<file path="config.mk">
export PLATFORM = sky130hd
export DESIGN_NAME = ifu_fetch_queue
export DESIGN_NICKNAME = d
export VERILOG_FILES = /design/src/rtl/ifu_fetch_queue.sv
export SDC_FILE = /design/constraint.sdc
export NUM_CORES = 1
export LEC_CHECK = 0
export ABC_AREA = 1
export CORE_ASPECT_RATIO = 0.7
export CORE_UTILIZATION = 41
export CTS_BUF_LIST = sky130_fd_sc_hd__clkbuf_8
export DETAILED_ROUTE_END_ITERATION = 10
export PLACE_DENSITY = 0.74
export SLEW_MARGIN = 20
export SYNTH_ARGS = -nofsm -noshare
export SYNTH_HDL_FRONTEND = slang
export SYNTH_SLANG_ARGS = --single-unit
export TNS_END_PERCENT = 30
</file>
<file path="constraint.sdc">
create_clock -name clk -period 2.3 [get_ports clk]
set_input_delay 0.345 -clock clk [delete_from_list [all_inputs] [get_ports clk]]
set_output_delay 0.345 -clock clk [all_outputs]
set_load 0.01 [all_outputs]
</file>
<file path="src/rtl/ifu_fetch_queue.sv">
// Instruction fetch unit: owns the PC, drives the instruction memory and buffers fetched words in a 2-entry queue.
// Optional fetch address checking (if_exc output) is enabled with `define IFU_ADDR_CHECK_EN.
module ifu_fetch_queue #(
  parameter logic [31:0] PC_RESET = 32'h0000_3000
`ifdef IFU_ADDR_CHECK_EN
  ,
  parameter logic [31:0] IM_BASE  = 32'h0000_3000,
  parameter int unsigned IM_WORDS = 1024
`endif
) (
  input  logic        clk,
  input  logic        reset,
  output logic [31:0] im_addr,
  input  logic [31:0] im_instr,
  input  logic        redirect_valid,
  input  logic [31:0] redirect_pc,
  output logic        if_valid,
  input  logic        if_ready,
  output logic [31:0] if_instr,
  output logic [31:0] if_pc,
  output logic [31:0] if_pc4
`ifdef IFU_ADDR_CHECK_EN
  ,
  output logic        if_exc
`endif
);

  localparam int unsigned DEPTH = 2;
  localparam int unsigned CW    = 2;

  logic [31:0]   pc_q;
  logic [31:0]   q_pc    [DEPTH];
  logic [31:0]   q_instr [DEPTH];
  logic          rd_ptr_q;
  logic          wr_ptr_q;
  logic [CW-1:0] count_q;

  logic          pop_c;
  logic          push_c;
  logic [31:0]   redirect_target_c;
  logic [31:0]   fetch_instr_c;

`ifdef IFU_ADDR_CHECK_EN
  localparam logic [32:0] IM_LIMIT = 33'(IM_BASE) + 33'(IM_WORDS) * 33'd4;

  logic q_exc [DEPTH];
  logic fetch_exc_c;

  // Misaligned or out-of-memory fetches are flagged and replaced by a nop.
  always_comb begin
    fetch_exc_c = (pc_q[1:0] != 2'b00) ||
                  (pc_q < IM_BASE) ||
                  (33'(pc_q) >= IM_LIMIT);
    fetch_instr_c = fetch_exc_c ? 32'h0000_0000 : im_instr;
    redirect_target_c = redirect_pc;
  end
`else
  always_comb begin
    fetch_instr_c = im_instr;
    redirect_target_c = redirect_pc & 32'hFFFF_FFFC;
  end
`endif

  // Pop only a valid head; a redirect suppresses the fetch of this cycle.
  always_comb begin
    pop_c  = if_valid & if_ready;
    push_c = !redirect_valid & ((count_q != CW'(DEPTH)) | pop_c);
  end

  // PC, queue storage and pointers; a redirect flushes everything including a concurrent pop.
  always_ff @(posedge clk or negedge reset) begin
    if (!reset) begin
      pc_q     <= PC_RESET;
      rd_ptr_q <= 1'b0;
      wr_ptr_q <= 1'b0;
      count_q  <= '0;
      for (int i = 0; i < DEPTH; i++) begin
        q_pc[i]    <= '0;
        q_instr[i] <= '0;
`ifdef IFU_ADDR_CHECK_EN
        q_exc[i]   <= 1'b0;
`endif
      end
    end else if (redirect_valid) begin
      pc_q     <= redirect_target_c;
      rd_ptr_q <= 1'b0;
      wr_ptr_q <= 1'b0;
      count_q  <= '0;
    end else begin
      if (push_c) begin
        q_pc[wr_ptr_q]    <= pc_q;
        q_instr[wr_ptr_q] <= fetch_instr_c;
`ifdef IFU_ADDR_CHECK_EN
        q_exc[wr_ptr_q]   <= fetch_exc_c;
`endif
        wr_ptr_q <= ~wr_ptr_q;
        pc_q     <= pc_q + 32'd4;
      end
      if (pop_c) begin
        rd_ptr_q <= ~rd_ptr_q;
      end
      count_q <= count_q + CW'(push_c) - CW'(pop_c);
    end
  end

  // Head view comes straight from queue registers; forced to zero when empty.
  always_comb begin
    im_addr  = pc_q;
    if_valid = (count_q != '0);
    if_pc    = if_valid ? q_pc[rd_ptr_q] : 32'h0000_0000;
    if_instr = if_valid ? q_instr[rd_ptr_q] : 32'h0000_0000;
    if_pc4   = if_valid ? (q_pc[rd_ptr_q] + 32'd4) : 32'h0000_0000;
`ifdef IFU_ADDR_CHECK_EN
    if_exc   = if_valid ? q_exc[rd_ptr_q] : 1'b0;
`endif
  end

endmodule

</file>
After elaboration in Yosys (flattened, before gate mapping)
Index checks and enable logic that the tools add are counted.
Widths: inputs -> output; s select.
{"block": "classes", "n_eq_ne": 1, "div": 0, "magnitude_cmp": 3, "multipliers": 0, "mux": 20, "n_reduce_logical": 6, "bitwise": 8, "addsub": 4, "shift": 0}
{"op": "$mux 32", "n": 12}
{"op": "$bwmux 64", "n": 2}
{"op": "$add 32x3->32 const B", "n": 2}
{"op": "$demux 32 s1", "n": 1}
{"op": "$reduce_bool 2->1", "n": 3}
{"op": "$ge 2x2->1 const B", "n": 2}
{"op": "$mux 1", "n": 4}
{"op": "$not 1->2", "n": 2}
{"op": "$not 1->1", "n": 3}
{"op": "$add 2x1->2", "n": 1}
{"op": "$and 1x1->1", "n": 2}
{"op": "$lt 2x1->1 const B", "n": 1}
{"op": "$mux 2", "n": 1}
{"op": "$ne 2x2->1 const B", "n": 1}
{"op": "$reduce_and 2->1", "n": 1}
{"op": "$sub 2x1->2", "n": 1}
{"op": "$logic_and 1x1->1", "n": 1}
{"op": "$logic_not 1->1", "n": 1}
{"op": "$or 1x1->1", "n": 1}
{"block": "word_totals", "inputBits": 68, "output_inout_bits": 129, "mem_count": 0, "ramBits": 0, "elab_cells": 50, "latchBits": 0, "mem_bits_ro": 0, "reg_bits": 164}

Depth between registers and ports, before layout
{"block": "depth", "ltp_word": 7, "mapped_depth": 14, "depth_no_buf": 13}

Worst setup path after synthesis
Ideal clock, no wire load.
{"block": "synth_timing", "path_type": "register -> output", "from": "register rd_ptr_q", "to": "output if_pc4[20]", "setup_slack_ns": 0.104, "stages_incl_launch_ff": 13, "required_ns": 1.955, "t_arrival_ns": 1.851, "path_cell_list": "dfrtp_1 buf_6 buf_6 nand2_1 o21ai_1 inv_1 ha_1 nand2_1 nor2_1 nand3_1 nor2_2 nor2_1 a21oi_1"}
{"block": "synth_via", "elab_chain_cells": 6}
{"item": "start: declaration", "line_no": "34", "rtl": "logic rd_ptr_q;"}
{"item": "start signal: assignment", "line_no": "100", "rtl": "rd_ptr_q <= ~rd_ptr_q;"}
{"item": "$not 1->2 (not written as such)", "line_no": "112", "rtl": "if_pc4 = if_valid ? (q_pc[rd_ptr_q] + 32'd4) : 32'h0000_0000;"}
{"item": "$mux 32 (not written as such) (3 in a row)", "line_no": "112"}
{"item": "$add 32x3->32", "line_no": "112"}
{"item": "$mux 32", "line_no": "112"}
{"item": "end: declaration", "line_no": "21", "rtl": "output logic [31:0] if_pc4"}
Every way passes these cells. The select of a mux whose other input is x is not followed.

Worst setup path in the final report
{"block": "layout_timing", "from": "register rd_ptr_q", "to": "output if_pc4[22]"}
The elaborated chain is that of the path after synthesis.

==> flow_metrics.py <==
metrics = {
    "floorplan": {
        "dieArea_um2": 22300,
        "ioPinCount": 197,
        "coreArea_um2": 21000,
        "start_util_pct": 42.4,
        "row_count": 44,
        "die_w_um": 178,
        "die_h_um": 125,
    },
    "place": {
        "place_ws_ps": -407,
        "io_buffers": 188,
        "place.gp.congestion": 0.952,
        "post-place-cells": 1792,
        "place_hpwl_um": 20000,
    },
    "setup_path": {
        "startpoint_type": "register",
        "reg2reg_to": "count_q[1]$_DFF_PN0_",
        "path_class": "reg2out",
        "worstReg2RegStart": "count_q[1]$_DFF_PN0_",
        "critPathCapture": "if_pc4[22]",
        "arrival_ps": 2400,
        "cp_max_fo": 6,
        "worst-endpoint-required_ps": 1960,
        "r2r_slack_ps": 240,
        "worstRegToRegCells": 8,
        "crit_start": "rd_ptr_q$_DFFE_PN0P_",
        "crit_path_end_kind": "output port",
    },
    "detailed_routing": {
        "via_per_inst": 5.06,
        "wl_met3_um": 2440,
        "drc": 0,
        "wl_per_cell_um": 15.4,
        "drtAntennaViolNets": 0,
        "wl_met1_um": 13800,
        "wirelength_um": 28500,
        "dr_wl_met2_um": 11900,
        "first_iter_violations": 968,
        "route.vias.total": 9369,
        "top_layer_used": "met4",
        "drtPass1Iterations": 6,
    },
    "logic_synthesis": {
        "avgSynthCellArea_um2": 6.99,
        "synth_edf_count": 0,
        "synth_area_um2": 8890,
        "ys_seq_area_share_pct": 44.5,
        "synth-async-reset-ratio_pct": 100,
        "ys.flop_type": "dfrtp_1",
        "yosys_warnings": 0,
        "synth_cell_types": 38,
        "synthCells": 1272,
        "ys_seq_elements": 158,
    },
    "clocking": {
        "cts_buffers": 17,
        "cts_root_buffer": "clkbuf_8",
        "clkSlewWorstSetupHoldPaths_ps": 80,
        "cts_tree": "yes",
        "cts.sinks": 158,
        "htree_levels": 4,
        "cts_buffer_depth": 2,
        "insertion_delay_ps": 440,
    },
    "worst_hold_path": {
        "hp-class": "in2reg",
    },
    "timing": {
        "worstMarginPinSlew_ps": 623,
        "clock.fmax_mhz": 365,
        "max_slew_margin_pct": 58.4,
        "finalCritPeriodShare_pct": 119,
        "setup_viol": 33,
        "hold_viol_final": 0,
        "fin_ws_ps": -441,
        "fin_crit_ps": 2740,
        "rsz0062_at_grt": "true",
        "fin_setup_tns_ps": -9700,
        "holdWs_ps": 435,
        "finClkSkew_ps": 11.9,
        "slew_violations": 0,
    },
    "pwr": {
        "cellLeakagePower_nw": 6.37,
        "pwr-share-clk_pct": 12.9,
        "p_seq_share_pct": 32.4,
        "ir_drop_v": 0.000404,
        "switching_power_w": 0.00607,
        "pwr-share-comb_pct": 54.7,
        "sw_frac_of_total_pct": 43.8,
        "internal-power_w": 0.00780,
        "power_density_nw_per_um2": 1090,
    },
    "final_layout": {
        "final_cell_mix": "nand2_1 (404), dfrtp_1 (155), o21ai_0 (139)",
        "area_growth_pct": 42.6,
        "layout_commonest_cell": "nand2_1",
        "drive_above_1_share_pct": 26.0,
        "fin_util_pct": 60.4,
        "nets": 1636,
        "n_antenna_cell": 0,
        "finalNonFillerCells": 1851,
    },
    "global_routing": {
        "track_usage_pct": 25.8,
        "grt_pass1_wl_um": 45600,
        "grt_pass1_vias": 8805,
        "grt_max_degree": 65,
        "antenna_found_initial": 0,
        "grt_overflow_total": 0,
    },
    "status": {
        "violations": "negative setup slack",
        "run_status": "finished, violations left",
    },
    "job": {
        "maxCapViolations": 0,
    },
}
==> area by class of cell <==
cell class	count	area (um^2)
fillers	1907	8300
multi-input cells	904	4590
flip-flops and latches	158	3960
repair buffers	333	2880
inverters	150	571
well taps	276	345
clock buffers	19	262
clock inverters	11	71.3
==> critical path: stages, from the launching register on <==
cell and delay, ps:
dfrtp_2 490, buf_6 170, buf_6 110, nand2_4 50, nand2_4 90, buf_6 110, nand2_4 60, nor2_4 140
nand2_4 110, nor2_4 150, buf_6 120, nand2_2 50, a21oi_2 100, nor2_1 60, buf_2 140
==> sequential cells by signal, indices dropped and copies added (netlist names) <==
name / count
wr_ptr_q: 1
rd_ptr_q: 1
q_instr: 64
count_q: 2
im_addr: 30
q_pc: 60
==> cells in the mapped netlist (4+ instances only) <==
master,number,share of area (%)
nand3_1,49,2.8
nor2_2,9,0.63
nand4_1,15,1.1
nor3_1,7,0.39
a21oi_1,47,2.6
buf_4,9,0.76
inv_2,4,0.17
nand2_1,458,19
nand2_2,4,0.28
ha_1,4,0.56
clkbuf_1,33,1.4
buf_2,17,0.96
xor2_1,20,2.0
nor2_1,103,4.4
o21ai_0,145,8.2
inv_1,145,6.1
o21ai_1,5,0.28
o221ai_1,5,0.49
dfrtp_1,156,44
o211ai_1,7,0.59
buf_6,4,0.51
==> per-stage QoR <==
stage | power [W] | cell area [um^2]
after floorplan | 0.00775 | 8910
after global placement | 0.0115 | 11800
after detailed placement | 0.0116 | 11800
after CTS | 0.0135 | 12500
after global routing | 0.0149 | 12700
final | 0.0139 | 12700
==> repair_timing <==
| item | 4_1_cts | 5_1_grt |
|---|---|---|
| hold endpoints to repair | 61 | 0 |
| cloned | 3 | 1 |
| setup endpoints to repair | 92 | 84 |
| hold buffers | 1 | 0 |
| resized for setup | 328 | 156 |
| setup buffers | 13 | 11 |
| pin swaps | 43 | 20 |
==> layer usage <==
metal  vias to the layer above  global-route usage (%)
met2                       394                    36.4
met4                         0                    5.28
met1                      4387                    40.3
li1                       4560                       -
met3                        28                    5.05
met5                         -                       0
==> kinds of logic (layout without fill, tap and decap cells) <==
logic type      Yosys count  in the layout  synth area share, %
flops                   158            158                 44.5
fa+ha+maj                 4              4                0.563
xor+xnor                 22             22                 2.17
simple gates            655            656                 29.9
buf+inv                 216            513                 10.1
other cells               1              6               0.0422
compound gates          216            216                 12.8
==> worst min path at each step <==
stage	endpoint	cells after the start	slack (ps)	from
final	im_addr[13]$_DFFE_PN1P_	3	430	redirect_pc[13]
after global routing	im_addr[13]$_DFFE_PN1P_	3	430	redirect_pc[13]
after CTS	im_addr[13]$_DFFE_PN1P_	3	410	redirect_pc[13]
after detailed placement	q_instr[8]$_DFFE_PN0P_	1	380	reset
after global placement	q_instr[8]$_DFFE_PN0P_	1	370	reset
after floorplan	count_q[0]$_DFF_PN0_	0	50	reset
==> power by group through the flow <==
stage / clock network (W) / registers (W) / logic (W)
2_1_floorplan: 0 / 0.00431 / 0.00344
3_5_place_dp: 0 / 0.00448 / 0.00709
5_1_grt: 0.00194 / 0.00461 / 0.00832
6_report: 0.00179 / 0.00450 / 0.00759
3_3_place_gp: 0 / 0.00445 / 0.00700
4_1_cts: 0.00183 / 0.00445 / 0.00721
Note: power is estimated with default switching activity, not from simulation.
